$ cat src/rtl/reg_file_rename_pkg.sv
// Shared widths and helpers for the architectural register file and rename table.
package reg_file_rename_pkg;

  localparam int REG_NUM   = 32;
  localparam int REG_POS_W = 5;
  localparam int ROB_POS_W = 4;
  localparam int ROB_SIZE  = 16;
  localparam int DATA_W    = 32;

  typedef logic [REG_POS_W-1:0] reg_pos_t;
  typedef logic [ROB_POS_W-1:0] rob_pos_t;
  typedef logic [DATA_W-1:0]    data_t;

  // Operand as seen by the decoder: either a committed value or the producing ROB slot.
  typedef struct packed {
    logic     busy;
    rob_pos_t rob_pos;
    data_t    val;
  } src_read_t;

  // x0 is hardwired zero and never takes part in renaming.
  function automatic logic is_arch_reg(input reg_pos_t idx);
    return idx != '0;
  endfunction

endpackage

$ cat src/rtl/reg_file_rename.sv
// Architectural register file with rename/busy table: committed values from the ROB,
// renames from the decoder, combinational operand reads with commit bypass.
module reg_file_rename
  import reg_file_rename_pkg::*;
(
  input  logic                 clk,
  input  logic                 rst,
  input  logic                 rdy,
  input  logic                 rollback,
  input  logic                 issue,
  input  logic [REG_POS_W-1:0] issue_rd,
  input  logic [ROB_POS_W-1:0] issue_rob_pos,
  input  logic [REG_POS_W-1:0] rs1_idx,
  input  logic [REG_POS_W-1:0] rs2_idx,
  output logic                 rs1_busy,
  output logic [DATA_W-1:0]    rs1_val,
  output logic [ROB_POS_W-1:0] rs1_rob_pos,
  output logic                 rs2_busy,
  output logic [DATA_W-1:0]    rs2_val,
  output logic [ROB_POS_W-1:0] rs2_rob_pos,
  input  logic                 reg_write,
  input  logic [REG_POS_W-1:0] reg_rd,
  input  logic [DATA_W-1:0]    reg_val,
  input  logic [ROB_POS_W-1:0] commit_rob_pos
);

  data_t              regs [REG_NUM];
  rob_pos_t           tag  [REG_NUM];
  logic [REG_NUM-1:0] busy;

  src_read_t rd1, rd2;

  // NOTE: the arrays are cleared on reset because the table must start with every
  // register committed and zero; this forces flops instead of a RAM macro.
  always_ff @(posedge clk) begin
    if (rst) begin
      for (int i = 0; i < REG_NUM; i++) begin
        // NOTE: sequential state uses non-blocking assignments so every reader sees
        // the pre-edge value regardless of statement order.
        regs[i] <= '0;
        tag[i]  <= '0;
      end
      busy <= '0;
    end else if (rdy) begin
      if (reg_write && is_arch_reg(reg_rd)) begin
        regs[reg_rd] <= reg_val;
        // A younger rename of the same register keeps it busy.
        if (tag[reg_rd] == commit_rob_pos) busy[reg_rd] <= 1'b0;
      end
      // Later assignments win: rollback flushes everything, issue beats a same-rd commit.
      if (rollback) begin
        busy <= '0;
      end else if (issue && is_arch_reg(issue_rd)) begin
        busy[issue_rd] <= 1'b1;
        tag[issue_rd]  <= issue_rob_pos;
      end
    end
  end

  // Reads see committed state plus a bypass of the commit landing this cycle;
  // a same-cycle issue is deliberately invisible so rd==rs reports the old mapping.
  function automatic src_read_t read_src(input reg_pos_t idx);
    src_read_t r;
    r.busy    = 1'b0;
    r.rob_pos = tag[idx];
    r.val     = regs[idx];
    if (busy[idx]) begin
      if (reg_write && reg_rd == idx && tag[idx] == commit_rob_pos) r.val = reg_val;
      else r.busy = 1'b1;
    end
    return r;
  endfunction

  always_comb begin
    // NOTE: every combinational output is assigned on all paths (here via the function's
    // defaults) so no latch is inferred.
    rd1 = read_src(rs1_idx);
    rd2 = read_src(rs2_idx);
  end

  assign rs1_busy    = rd1.busy;
  assign rs1_val     = rd1.val;
  assign rs1_rob_pos = rd1.rob_pos;
  assign rs2_busy    = rd2.busy;
  assign rs2_val     = rd2.val;
  assign rs2_rob_pos = rd2.rob_pos;

endmodule

$ cat config.mk
export PLATFORM = sky130hd
export DESIGN_NAME = reg_file_rename
export DESIGN_NICKNAME = d
export VERILOG_FILES = /design/src/rtl/reg_file_rename_pkg.sv /design/src/rtl/reg_file_rename.sv
export SDC_FILE = /design/constraint.sdc
export NUM_CORES = 2
export LEC_CHECK = 0
export ABC_AREA = 1
export BUFFER_PORTS_ARGS = -buffer_cell sky130_fd_sc_hd__buf_2
export CORE_MARGIN = 1
export CORE_UTILIZATION = 25
export CTS_BUF_LIST = sky130_fd_sc_hd__clkbuf_16
export DETAILED_ROUTE_END_ITERATION = 10
export REMOVE_ABC_BUFFERS = 1
export SKIP_CTS_REPAIR_TIMING = 1
export SYNTH_ARGS = -nofsm -noshare
export SYNTH_HDL_FRONTEND = slang
export SYNTH_SLANG_ARGS = --single-unit
$ cat constraint.sdc
create_clock -name clk -period 3.45 [get_ports clk]
set_clock_uncertainty 0.05 [all_clocks]
set_input_delay 0.5175 -clock clk [delete_from_list [all_inputs] [get_ports clk]]
set_output_delay 0.5175 -clock clk [all_outputs]
set_load 0.05 [all_outputs]
==> Implementation_results.wiki <==
{| class="wikitable"
! Metric !! Value
|-
| Relative area change from synthesis to final layout || 21.5%
|-
| P per Cell Area || 465 nW/um2
|-
| Syn Inst Count || 8085
|-
| Top Usage Layer GRT || met2
|-
| Vias in the first global route || 57900
|-
| 1st-iter DRT viols || roughly 9600
|-
| Tightest Hold Check Type || in2reg
|-
| Peak supply drop || 0.361 mV
|-
| Remaining routing DRC violations || 0
|-
| Share of final-layout standard cells stronger than drive strength 1 || 0.138
|-
| Number of buffers created by CTS || 131
|-
| Number of nets at the end of the flow || 8243
|-
| Met1 usage || 0.253
|-
| Total routing usage reported by global routing || 0.206
|-
| Register area share after synthesis || 0.528
|-
| Synth Flop Type || edfxtp_1
|-
| Count of placed standard cells including taps || 11500
|-
| Critical Path Fanout Max || 6
|-
| Die ar. || 269000 um2
|-
| Initial core utilization || 0.251
|-
| Distinct cell type count after synthesis || 43
|-
| Unrepaired setup endpoints after global routing || true
|-
| Wire length of the first global-routing pass || 409 mm
|-
| Fmax || about 260 MHz
|-
| Final weighted congestion of routability-driven global placement || 0.981
|-
| Count of boundary I/O pins || 140
|-
| Met2 Use GR || 0.324
|-
| Routed wire length || 292 mm
|-
| Worst setup margin || -0.392 ns
|-
| Via count || roughly 64000
|-
| Total gr overflow || 0
|-
| Asr flop ratio synth || 0
|-
| Count of endpoints failing hold in the final timing report || 0
|-
| Cell types with the highest counts after synthesis || 1428 x nor2_1, 1175 x o21ai_0, 1152 x edfxtp_1, 1075 x nand2_1, 800 x a21oi_1
|-
| Fraction of synthesized cell area taken by the top area cell type || 0.519
|-
| Measured slew at the worst slew-check pin || 1.23 ns
|-
| Cell accounting for the most synthesized area || edfxtp_1
|-
| Tightest slew margin relative to the limit || 0.181
|-
| Placement Setup Slack || -0.349 ns
|-
| Largest net degree at the start of global routing || 165
|-
| Detailed Place HPWL || approximately 180 mm
|-
| CTS tree || done
|-
| Maximum buffer depth of the clock tree || 3
|-
| Synthesized cell area || between 60000 and 70000 um2
|-
| Met3 demand-to-capacity share in global routing || 0.0384
|-
| Final critical-path required period || 3.84 ns
|-
| EDFF count, synth || 1152
|-
| Post-detailed-route via-to-cell ratio || 5.39
|-
| Number of standard-cell rows in the floorplan || between 150 and 200
|-
| Horiz. Die Dim || about 520 um
|-
| Initial DRT Pass Iterations || 6
|-
| Crit Path Class || reg2out
|-
| Layout Cells excl Fill || between 10000 and 15000
|-
| Number of pins with negative max-slew slack in the final report || 0
|-
| Largest cells by area after synthesis || edfxtp_1 52%, o21ai_0 8.8%, nor2_1 8.0%
|-
| Count of port buffers added during placement || around 140
|-
| Post-synthesis sequential element count || 1184
|-
| Syn. warnings || 0
|-
| Routed len/inst || between 20 and 25 um
|-
| Antenna violations before repair || 3
|-
| Clock input transition at the sequential cells of the worst setup and hold paths || 0.06 ns
|-
| Result of the run || complete, but fails checks
|-
| Root Driver || clkbuf_16
|-
| Dominant cell by count in the synthesized netlist || nor2_1
|-
| Worst path arrival time || 3.27 ns
|-
| Total clock sinks || 1184
|-
| Final period utilization || 1.11
|-
| Source-to-sink clock delay at the later pin of the worst-skew pair || about 0.81 ns
|-
| Number of maximum-capacitance violations || 0
|-
| Number of H-tree levels || 4
|-
| Synthesized area per cell || roughly 8.3 um2
|-
| Static Leak || roughly 31 nW
|-
| Final Setup Violations || 66
|-
| Endpoint type of the worst setup path || output port
|-
| Violated checks || negative setup slack
|-
| Startpoint class of the critical path || flip-flop
|-
| Floorplan Core Area || 265000 um2
|-
| Number of nets with antenna violations after detailed routing || 0
|-
| Required arrival time at the worst endpoint || 2.88 ns
|-
| Die height || slightly above 500 um
|}
## registers in the layout, summed over array words and instances, names as in the netlist
signal / flops
regs: 1024
tag: 128
busy: 32
## logic make-up after synthesis
logic type,share of synthesized area
DFF,0.528
and+or+nand+nor,0.196
AOI/OAI and AO/OA,0.194
buffers and inverters,0.0809
xor gates and xnor gates,0.000657
other,0.0000562
## cell usage in the layout, fill, tap and decap left out, drive strengths merged
| cell type | netlist | routed |
|---|---|---|
| o211a | 10 | 10 |
| nand4 | 32 | 32 |
| nand3 | 646 | 646 |
| a211oi | 1 | 1 |
| bufinv | 0 | 15 |
| nand3b | 1 | 1 |
| conb | 1 | 36 |
| o22ai | 27 | 27 |
| clkbuf | 459 | 143 |
| buf | 320 | 691 |
| a31oi | 81 | 81 |
| clkinvlp | 0 | 4 |
| a21oi | 800 | 800 |
| a2111oi | 1 | 1 |
| nor3 | 15 | 15 |
| edfxtp | 1152 | 1152 |
| o21ai | 1186 | 1186 |
| xor2 | 5 | 5 |
| clkinv | 2 | 49 |
| o311ai | 19 | 19 |
| nor2 | 1435 | 1435 |
| o31ai | 20 | 20 |
| inv | 511 | 541 |
| dfxtp | 32 | 32 |
| diode | 0 | 2 |
| o221ai | 46 | 46 |
| o211ai | 194 | 194 |
| o2111ai | 2 | 2 |
| dlygate4sd3 | 0 | 2 |
| nor4 | 6 | 6 |
| and3 | 4 | 4 |
| nand2 | 1077 | 1077 |
## cell type report
class	instances	area [um2]
Antenna cell	2	5.00
Fill cell	27600	184000
Timing Repair Buffer	703	7900
Tap cell	3533	4420
Multi-Input combinational cell	5644	27200
Inverter	513	1970
Sequential cell	1184	35200
Clock inverter	96	1010
Clock buffer	133	3330
## worst max-delay path, cell delays in order (launching register included)
cell and delay (ns):
edfxtp_1 0.47, buf_4 0.18, nand2_1 0.05, nand3_1 0.06
nand3_1 0.10, nand2_1 0.06, nand2_1 0.06, nand3_1 0.11
nand2_1 0.11, inv_1 0.05, nand2_1 0.07, nand3_2 0.10
nor2_4 0.13, buf_12 0.13, nand3_4 0.13, buf_12 0.20
clkbuf_16 0.17, nand2_2 0.06, nand2_2 0.06, buf_6 0.15
## report_power, final
group	switching [W]	internal, W
clock network	0.00629	0.00820
registers	0.000361	0.0165
logic	0.00436	0.00199
## layer usage
metal | wire length, um | vias to the layer above | share of wire
li1 | - | 28100 | -
met1 | 107000 | 30400 | 0.36
met2 | 130000 | 4258 | 0.44
met3 | 31900 | 906 | 0.11
met4 | 24100 | 2 | 0.082
met5 | 8 | - | 0.000027
## path summary, 6_finish.rpt
path | from | end | slack [ns] | cells past startpoint
worst max-delay path | tag[8][0] | rs2_val[1] | -0.39 | 19
worst min-delay path | rst | busy[5] | 0.05 | 2
worst max register to register | tag[9][1] | busy[18] | 1.09 | 16
worst min register to register | busy[19] | busy[19] | 0.44 | 2
## stage by stage
step | total power [W] | instance area, um2 | hold slack (ns) | util | TNS, ns
final | 0.0377 | 81100 | 0.0509 | 0.306 | -22.95
after global routing | 0.0387 | 81100 | 0.0479 | 0.306 | -28.89
after detailed placement | 0.0230 | 74900 | 0.435 | 0.282 | -14.55
after CTS | 0.0372 | 79200 | -0.0575 | 0.299 | -31.77
after global placement | 0.0229 | 74900 | 0.424 | 0.282 | -16.08
after floorplan | 0.0197 | 63400 | 0.376 | - | -895.52
Power figures use the tool's default switching activity.
